--- config.mk ---
export PLATFORM = sky130hd
export DESIGN_NAME = snake_screen_ctrl
export DESIGN_NICKNAME = d
export VERILOG_FILES = /design/src/rtl/snake_pkg.sv /design/src/rtl/btn_press.sv /design/src/rtl/snake_screen_ctrl.sv
export SDC_FILE = /design/constraint.sdc
export NUM_CORES = 1
export LEC_CHECK = 0
export CAP_MARGIN = 20
export CORE_MARGIN = 1.5
export CORE_UTILIZATION = 57
export CTS_BUF_LIST = sky130_fd_sc_hd__clkbuf_2 sky130_fd_sc_hd__clkbuf_4 sky130_fd_sc_hd__clkbuf_8
export CTS_CLUSTER_DIAMETER = 50
export DETAILED_ROUTE_END_ITERATION = 16
export DONT_BUFFER_PORTS = 1
export PLACE_DENSITY = 0.72
export SLEW_MARGIN = 20
export SYNTH_ARGS = -nofsm -noshare
export SYNTH_HDL_FRONTEND = slang
export SYNTH_SLANG_ARGS = --single-unit
--- constraint.sdc ---
create_clock -name clk -period 4.5 [get_ports clk]
set_clock_uncertainty 0.05 [all_clocks]
set_input_delay 0.45 -clock clk [delete_from_list [all_inputs] [get_ports clk]]
set_output_delay 0.45 -clock clk [all_outputs]
set_load 0.01 [all_outputs]
--- src/rtl/snake_pkg.sv ---
// rtl/snake_pkg.sv - shared types and constants for the snake screen sequencer
package snake_pkg;

  // Screen sequencer states; CLEAR is shared by the pre-play and pre-game-over wipes
  typedef enum logic [2:0] {
    ST_TITLE = 3'd0,
    ST_CLEAR = 3'd1,
    ST_PLAY  = 3'd2,
    ST_PAUSE = 3'd3,
    ST_OVER  = 3'd4
  } scr_state_t;

  localparam int DEF_H_RES = 160;
  localparam int DEF_V_RES = 120;

  // Colour written by the framebuffer writer while draw_black is high
  localparam logic [7:0] BLACK = 8'h00;

endpackage

--- src/rtl/btn_press.sv ---
// rtl/btn_press.sv - falling-edge press detector for an active-low button
module btn_press (
  input  logic clk,
  input  logic rst,
  input  logic btn_n,
  output logic press
);

  logic prev;

  // Remember the last sample and register a one-cycle pulse on each 1->0 step
  always_ff @(posedge clk or negedge rst) begin
    if (!rst) begin
      prev  <= 1'b1;
      press <= 1'b0;
    end else begin
      prev  <= btn_n;
      press <= prev & ~btn_n;
    end
  end

endmodule

--- src/rtl/snake_screen_ctrl.sv ---
// rtl/snake_screen_ctrl.sv - title/play/pause/over sequencer with full-frame clear
module snake_screen_ctrl
  import snake_pkg::*;
#(
  parameter int H_RES = DEF_H_RES,
  parameter int V_RES = DEF_V_RES,
  parameter int XW    = 8,
  parameter int YW    = 7
) (
  input  logic          clk,
  input  logic          rst,
  input  logic          start_n,
  input  logic          pause_n,
  input  logic          is_dead,
  output logic          show_title,
  output logic          show_pause,
  output logic          show_game_over,
  output logic          draw_black,
  output logic [XW-1:0] clr_x,
  output logic [YW-1:0] clr_y,
  output logic          game_init,
  output logic          game_en
);

  localparam logic [XW-1:0] X_LAST = XW'(H_RES - 1);
  localparam logic [YW-1:0] Y_LAST = YW'(V_RES - 1);

  scr_state_t    state, state_nx;
  scr_state_t    dest, dest_nx;
  logic [XW-1:0] x_nx;
  logic [YW-1:0] y_nx;
  logic          from_clear;
  logic          start_press;
  logic          pause_press;

  btn_press u_start (
    .clk   (clk),
    .rst   (rst),
    .btn_n (start_n),
    .press (start_press)
  );

  btn_press u_pause (
    .clk   (clk),
    .rst   (rst),
    .btn_n (pause_n),
    .press (pause_press)
  );

  // State, clear destination and raster counters; from_clear marks the first cycle after a wipe
  always_ff @(posedge clk or negedge rst) begin
    if (!rst) begin
      state      <= ST_TITLE;
      dest       <= ST_PLAY;
      clr_x      <= '0;
      clr_y      <= '0;
      from_clear <= 1'b0;
    end else begin
      state      <= state_nx;
      dest       <= dest_nx;
      clr_x      <= x_nx;
      clr_y      <= y_nx;
      from_clear <= (state == ST_CLEAR);
    end
  end

  // Next-state logic; counters only move in CLEAR and return to zero as it ends
  always_comb begin
    state_nx = state;
    dest_nx  = dest;
    x_nx     = clr_x;
    y_nx     = clr_y;
    unique case (state)
      ST_TITLE: begin
        if (start_press) begin
          state_nx = ST_CLEAR;
          dest_nx  = ST_PLAY;
        end
      end
      ST_CLEAR: begin
        if (clr_x == X_LAST) begin
          x_nx = '0;
          if (clr_y == Y_LAST) begin
            y_nx     = '0;
            state_nx = dest;
          end else begin
            y_nx = clr_y + YW'(1);
          end
        end else begin
          x_nx = clr_x + XW'(1);
        end
      end
      ST_PLAY: begin
        if (is_dead) begin
          state_nx = ST_CLEAR;
          dest_nx  = ST_OVER;
        end else if (pause_press) begin
          state_nx = ST_PAUSE;
        end
      end
      ST_PAUSE: begin
        if (start_press) begin
          state_nx = ST_TITLE;
        end else if (pause_press) begin
          state_nx = ST_PLAY;
        end
      end
      ST_OVER: begin
        if (start_press) begin
          state_nx = ST_TITLE;
        end
      end
      default: state_nx = ST_TITLE;
    endcase
  end

  // Screen selects decoded from state alone; game_init only on PLAY entry out of CLEAR
  always_comb begin
    show_title     = (state == ST_TITLE);
    show_pause     = (state == ST_PAUSE);
    show_game_over = (state == ST_OVER);
    draw_black     = (state == ST_CLEAR);
    game_init      = (state == ST_PLAY) && from_clear;
    game_en        = (state == ST_PLAY) && !from_clear;
  end

endmodule

Word-level counts from Yosys, hierarchy flattened
Index checks and enable logic that the tools add are counted.

operators by class
  add/sub/neg operators = 2
  equality and inequality tests = 13
  muxes and demuxes = 14
  bitwise operators = 4
  reductions and logical operators = 8

operator list
  cell                                                                      count
  3-bit two-way mux                                                         10
  3-bit case mux with 5 select lines                                        1
  8-bit by 1-bit adder with 8-bit output (second input constant)            1
  8-bit equality test (second input constant)                               1
  8-bit two-way mux                                                         1
  2-bit by 1-bit inequality test with 1-bit output (second input constant)  4
  7-bit by 1-bit adder with 7-bit output (second input constant)            1
  7-bit equality test (second input constant)                               1
  7-bit two-way mux                                                         1
  3-bit by 2-bit equality test with 1-bit output (second input constant)    2
  3-bit case mux with 2 select lines                                        1
  6-bit AND reduction                                                       1
  3-bit by 1-bit equality test with 1-bit output (second input constant)    1
  3-bit equality test (second input constant)                               1
  3-bit logical NOT                                                         1
  3-bit by 1-bit inequality test with 1-bit output (second input constant)  1
  3-bit by 2-bit inequality test with 1-bit output (second input constant)  1
  3-bit AND reduction                                                       1
  1-bit AND                                                                 2
  1-bit logical AND                                                         2
  2-bit inequality test (second input constant)                             1
  1-bit inverter                                                            2
  2-bit AND reduction                                                       1
  2-bit nonzero test                                                        1
  1-bit logical NOT                                                         1

word-level totals
  register bits = 26
  input bits = 5
  output and inout port bits = 21
  logic and storage cells = 50

Depth between registers and ports, before layout
Gate-level depths: netlist of the first run.

  depth after elaboration = 4
  depth in mapped cells = 7
  depth with buffers taken out = 5

Cells and area by module
From an unflattened synthesis of the first run, not the netlist that was laid out.

second synthesis, totals
  cells, all modules = 118
  area, all modules = 1224.9 um2

modules (own cells, without submodules)
  module             instances  cells an instance  area each (um2)  sequential area each (um2)
  snake_screen_ctrl  1          112                1094.8           526.8
  btn_press          2          3                  65.1             51.3

Worst setup path before layout of the first run
Ideal clock, no wire load.

  path kind = reg2reg
  from = register state[0]
  to = register clr_y[3]
  setup time = 0.128 ns
  data arrival time = 1.602 ns
  required time = 4.322 ns
  setup slack = 2.720 ns
  stages on the path, launching flop included = 8
  path buffers = 2
  clock period less this slack = 1.780 ns
  path through = dfrtp_1 -> buf_4 -> or3b_1 -> buf_6 -> inv_8 -> and3_4 -> nand4_1 -> mux2_1

between the ends
  longest elaborated chain between the ends = 2

RTL lines
  element                                         RTL line                 source
  start, declared                                 snake_screen_ctrl.sv:28  scr_state_t state, state_nx;
  start signal, assigned                          snake_screen_ctrl.sv:59  state <= state_nx;
  3-bit by 1-bit equality test with 1-bit output  --
  via draw_black                                  snake_screen_ctrl.sv:18  output logic draw_black,
  2-bit AND reduction (no source line)            --
  end signal, assigned                            snake_screen_ctrl.sv:62  clr_y <= y_nx;
  end, declared                                   snake_screen_ctrl.sv:20  output logic [YW-1:0] clr_y,

The timed path passes the listed nets, and every way through them passes these cells.
A chain may end at the register's enable or synchronous reset.

Worst setup path in the final report of the first run
  from = register state[1]
  to = output port draw_black

between the ends
  longest elaborated chain between the ends = 1

RTL lines
  element                                         RTL line                  source
  3-bit by 1-bit equality test with 1-bit output  snake_screen_ctrl.sv:122  draw_black = (state == ST_CLEAR);
  end, declared                                   snake_screen_ctrl.sv:18

No other way between the ends.

==> results of run 1 <==
power breakdown:
part | switching, mW | leakage [nW] | total [mW] | internal, mW
logic | 0.107 | 0.231 | 0.176 | 0.0690
clock network | 0.0665 | 0.0139 | 0.100 | 0.0340
registers | 0.0720 | 0.322 | 0.347 | 0.275
total | 0.245 | 0.567 | 0.623 | 0.378
layout by cell type (no fill, tap or decap), types with 3 or more instances in the layout:
master	count
a21oi_1	6
nor2_1	7
dfrtp_1	22
o21ai_0	5
clkbuf_4	3
nand4_1	4
nand3_1	4
nor2b_1	3
inv_1	4
nor3_1	5
dfstp_2	3
xnor2_1	5
nand2_1	18
final cells by class:
cell class | instances | area (sq um) | area share, %
multi-input cells | 87 | 539.3 | 42.67
clock inverters | 1 | 7.507 | 0.5941
well taps | 27 | 33.78 | 2.673
repair buffers | 1 | 5.005 | 0.3960
inverters | 5 | 26.28 | 2.079
clock buffers | 3 | 22.52 | 1.782
flip-flops and latches | 25 | 629.4 | 49.80
worst max-delay path, stage by stage (launching register included):
cell and delay, ns:
dfrtp_1 0.52, or3b_1 0.58, inv_8 0.16
cells in the mapped netlist (all sizes together):
cell type | count | area, sq um
a21o | 2 | 15.01
nor3b | 1 | 7.510
nor4b | 1 | 8.760
a21oi | 6 | 30.03
and4bb | 1 | 12.51
dfrtp | 22 | 550.5
mux2 | 2 | 22.52
nand3 | 5 | 37.54
or2b | 1 | 7.510
o21ai | 7 | 35.03
nor2 | 7 | 26.28
or3 | 1 | 6.260
nand4 | 4 | 25.02
and3b | 2 | 17.52
inv | 5 | 26.27
o31ai | 1 | 7.510
xnor2 | 5 | 43.79
nor2b | 3 | 18.77
a21boi | 2 | 15.01
nand2 | 18 | 67.56
and3 | 4 | 31.28
or4 | 2 | 15.01
mux2i | 1 | 10.01
ha | 2 | 25.02
and2 | 2 | 12.51
clkbuf | 1 | 3.750
dfstp | 3 | 78.83
nor3 | 5 | 25.02
a211oi | 1 | 7.510
or3b | 1 | 8.760
buf | 2 | 18.77
stage by stage:
step,util (%),total power [mW],worst slack (ns)
2_1_floorplan,-,0.5004,2.720
3_3_place_gp,61.99,0.5131,2.531
3_5_place_dp,61.99,0.5203,2.474
6_report,63.76,0.6231,2.421
5_1_grt,63.76,0.6683,2.335
4_1_cts,64.02,0.6283,2.414
state kept, by name, summed over array words and instances, names as in the netlist:
| name | flops |
|---|---|
| clr_x | 8 |
| state | 3 |
| clr_y | 7 |
| u_start.prev | 1 |
| u_start.press | 1 |
| u_pause.prev | 1 |
| dest | 2 |
| u_pause.press | 1 |
| from_clear | 1 |
kinds of logic (layout without fill, tap and decap cells):
kind of cell               after synthesis  count (layout)  share of synthesized area [%]
xor gates and xnor gates                 5               5                          3.597
AOI/OAI and AO/OA                       19              19                          9.044
adders and majority gates                2               2                          2.055
buffers and inverters                    8              10                          4.008
and+or+nand+nor                         58              58                          26.93
DFF                                     25              25                          51.70
muxes                                    3               3                          2.672
per-layer routing:
layer  vias up  global-route usage (%)  part of all wire [%]
met1       411                   23.83                    46
met4         0                   7.143                   1.5
met3         3                   4.294                   5.7
met5         -                       0                     0
met2        32                   33.11                    47
li1        424                       -                     -
path summary, 6_finish.rpt:
kind                           endpoint  slack [ns]
min in group clk           u_start.prev        0.05
hold reg to reg                 dest[1]        0.45
hold / removal                 clr_y[0]        0.03
max in group asynchronous       dest[1]        3.99
setup reg to reg               clr_y[3]        2.45
setup / recovery             draw_black        2.42
==> qor.txt, run 1 <==
status = finished, final reports clean
Max Cap Viol = 0
fill count = 160
FMAX = 481.0 MHz
full die area = 2422 sq um
number of global-route vias before repair = 835
Final Hold Slack = 0.03375 ns
Slew headroom = 64.23%
FF+latch count, synth = 25
synth warn = 0
worst path arrival time = 1.58 ns
leakage power = 0.5672 nW
antenna violations before repair = 0
share of cells above drive strength 1 = 11.48%
Ports = 26
Reg2Reg Launch Point = state[1]
unrepaired setup endpoints after global routing = no
post-DR wirelength/cell = 14.19 um
crit start category = flop
IO buf count = 0
# rows = 16
grt total ovfl = 0
post-route cell area = 1264 sq um
cts repair resizes = 0
CTS Sinks = 25
drt drc = 0
synthesized cell area = 1217 sq um
Hold Vio Cnt, Final = 0
max-slew violations = 0
clock insertion delay at the later pin of the skew report = 0.32 ns
Hold WC Path Type = in2async
final worst path period need = 2.079 ns
Core ar. = 1982 sq um
Root Driver = clkbuf_4
Starting DRT DRC Count = 6
die width = 49.22 um
Unique masters post-synth = 38
Die H = 49.22 um
Tcrit/Tclk final = 46.20%
Worst Reg-to-Reg Cells = 5
Final Setup Violations = 0
CTS tree = built
hold_buf cts = 1
Post-DRT Antenna Nets = 0
PwrDens = 493.1 nW/um^2
largest net degree at the start of global routing = 26
layout net count = 130
antenna cell count = 0
first drt pass iteration count = 4
Area after DPL = 1229 sq um
Setup crit end kind = output port
Mapped Cells = 120
GRT Overall Usage = 19.37%
CP startpoint = state[1]
CTS Buf Count = 3
H-tree levels = 1
Post-CTS Setup Inserts = 0
VDD IR-drop max = 0.0004257 V
required time of the worst setup path = 4.00 ns
Reg clk slew, reported paths = 0.14 ns
Vias/cell = 5.839
setup TNS = 0 ns
Worst Tran Pin Value = 0.5366 ns
Crit Path Max Fanout = 12
Detailed Route WL = 2.114 mm
Vias = 870
critical setup path kind = reg2out
synthesized area per cell = 10.15 sq um
register area share after synthesis = 51.70%
hpwl dp = 1.474 mm
P&R area growth vs syn = 3.802%
Clock Path Buffers = 2
syn nets = 127
Placed Cells = 144
first-pass GRT wire length = 3.643 mm
fin cells = 149
routability cong. = 0.8336
initial core utilization = 61.43%
(Power assumes the default switching activity.)
==> run 2, diff against run 1 <==
PLACE_DENSITY = 0.75   (was 0.72)
clock period = 1.7 ns   (was 4.5 ns; I/O delays follow)
==> run 2 against run 1 <==
Worst setup slack lost 2.4 ns. Final cell count increased by 17%. Die area did not move. First-iteration DRC count increased to 2.7 times the previous value. Combinational power rose to 4.7 times the previous value. Sequential share of layout area is 7.5 points lower. Design area is 18% higher. Largest power group is now combinational logic. Highest routed layer unchanged.
==> qor.txt, run 2 (synthesis gave the netlist of run 1 again) <==
status = finished, final reports clean
grt total ovfl = 0 (unchanged)
largest net degree at the start of global routing = 26 (unchanged)
# rows = 16 (unchanged)
GRT Overall Usage = 23.71% (+4.3 points)
Slew headroom = 62.74% (-1.5 points)
routability cong. = 0.8196 (-1.7%)
critical setup path kind = reg2reg
Worst Tran Pin Value = 0.5589 ns (+0.02231 ns)
Largest Register = clr_x
first drt pass iteration count = 4 (unchanged)
final worst path period need = 1.684 ns
Starting DRT DRC Count = 16 (+10)
Placed Cells = 164 (+14%)
FMAX = 593.8 MHz
Critical Path Max Stage Delay = 0.45 ns (-0.13 ns)
unrepaired setup endpoints after global routing = yes
Vias/cell = 5.678 (-2.8%)
met3 routed WL = 78 um (-35%)
IO buf count = 0 (unchanged)
drt drc = 0 (unchanged)
share of cells above drive strength 1 = 28.57% (+17 points)
Detail Route met2 WL = 1.244 mm (+26%)
VDD IR-drop max = 0.001268 V (+200%)
commonest non-fill, non-tap cells in the layout = dfrtp_1, buf_4, nand2_1
Top Family by Delay on Critical Path = simple AND/OR/NAND/NOR gates
crit start category = flop
Crit Path Max Fanout = 4 (-8)
antenna cell count = 0 (unchanged)
full die area = 2422 sq um (unchanged)
max-slew violations = 0 (unchanged)
initial core utilization = 61.43% (unchanged)
Setup crit end kind = flop
Reg2Reg Launch Point = state[1]
max reg flops = 8 (unchanged)
Vias = 988 (+14%)
H-tree levels = 1 (unchanged)
Tcrit/Tclk final = 99.06%
number of global-route vias before repair = 980 (+17%)
worst path arrival time = 1.86 ns (+0.28 ns)
commonest non-fill, non-tap cell in the layout = dfrtp_1
P&R area growth vs syn = 22.30%
antenna violations before repair = 0 (unchanged)
Final Setup Violations = 0 (unchanged)
worst path bufs/invs = 1 (unchanged)
Hold WC Path Type = in2reg
Crit-path slowest cell = or3b_4
CTS Sinks = 25 (unchanged)
Clock Path Buffers = 2 (unchanged)
layout net count = 155 (+19%)
crit-path cells = or3b_4, inv_8, and3_4, nand4_1, mux2_1
Ports = 26 (unchanged)
Top Metal Used = met4
Detailed Route WL = 2.493 mm (+18%)
Reg clk slew, reported paths = 0.13 ns (about the same)
first-pass GRT wire length = 4.471 mm (+23%)
leakage power = 0.7009 nW (+24%)
CP startpoint = state[1]
Post-DRT Antenna Nets = 0 (unchanged)
fin cells = 174 (+17%)
Max Cap Viol = 0 (unchanged)
required time of the worst setup path = 1.88 ns (-2.12 ns)
Root Driver = clkbuf_4
die width = 49.22 um (unchanged)
total power = 1.898 mW (+200%)
Die H = 49.22 um (unchanged)
setup TNS = 0 ns (unchanged)
Core ar. = 1982 sq um (unchanged)
CTS Buf Count = 3 (unchanged)
PwrDens = 1275 nW/um^2 (+160%)
hpwl dp = 1.803 mm (+22%)
Hold Vio Cnt, Final = 0 (unchanged)
M1 wire length = 1.130 mm (+16%)
post-DR wirelength/cell = 14.33 um (+0.98%)
clock insertion delay at the later pin of the skew report = 0.33 ns (about the same)
min-delay src = is_dead
CTS tree = built
Top Registers = clr_x (8), clr_y (7), state (3)
run 2: cell count changes in the layout (fill, tap and decap cells not counted), sizes merged:
cell	previous run	this run
buf	1	22
clkinv	0	1
clkinvlp	1	0
dlygate4sd3	0	4
run 2: metrics by stage:
step | area (sq um) | worst slack (ns) | util, % | hold slack (ns)
floorplan | 1221 | -0.07736 | - | -0.1756
global placement | 1379 | -0.04417 | 69.57 | -0.1752
detailed placement | 1379 | -0.08519 | 69.57 | -0.1753
CTS | 1453 | 0.0008706 | 73.30 | 0.01505
global route | 1489 | -0.03738 | 75.13 | 0.01643
finish | 1489 | 0.01596 | 75.13 | 0.01560
run 2: final timing paths:
path                       slack, ns  cells after the start        to
max in group asynchronous       0.90                      2   dest[1]
min                             0.02                      3  state[1]
max reg2reg                     0.02                      5  clr_y[3]
min in group asynchronous       0.32                      2  clr_y[0]
min reg2reg                     0.45                      2   dest[1]
max                             0.02                      5  clr_y[3]
run 2: timing repair:
item,4_1_cts,5_1_grt
hold endpoints to repair,30,22
hold buffers,4,1
cloned,0,0
buffers inserted,0,1
endpoints found under the setup margin,5,8
pin swaps,2,3
gates resized for setup,2,7
run 2: worst min-delay path, stage by stage:
cell and delay, ns:
nor3b_1 0.02, a21oi_1 0.12, nor3_1 0.05
run 2: final cells by class:
type / instances / area (sq um)
Fill cell: 154 / 493.0
Timing Repair Buffer: 26 / 202.7
Inverter: 5 / 26.28
Tap cell: 27 / 33.78
Clock inverter: 1 / 5.005
Clock buffer: 3 / 22.52
Sequential cell: 25 / 629.4
Multi-Input combinational cell: 87 / 569.3
run 2: metal layers:
| metal | global-route usage (%) | vias to the layer above |
|---|---|---|
| li1 | - | 479 |
| met1 | 32.17 | 485 |
| met2 | 38.96 | 19 |
| met3 | 3.374 | 5 |
| met4 | 8.095 | 0 |
| met5 | 0 | - |
run 2: report_power, final:
| group | total, mW | internal (mW) | switching (mW) |
|---|---|---|---|
| sequential | 0.797 | 0.729 | 0.0680 |
| combinational | 0.832 | 0.363 | 0.469 |
| clock | 0.269 | 0.0884 | 0.180 |
| total | 1.90 | 1.18 | 0.718 |
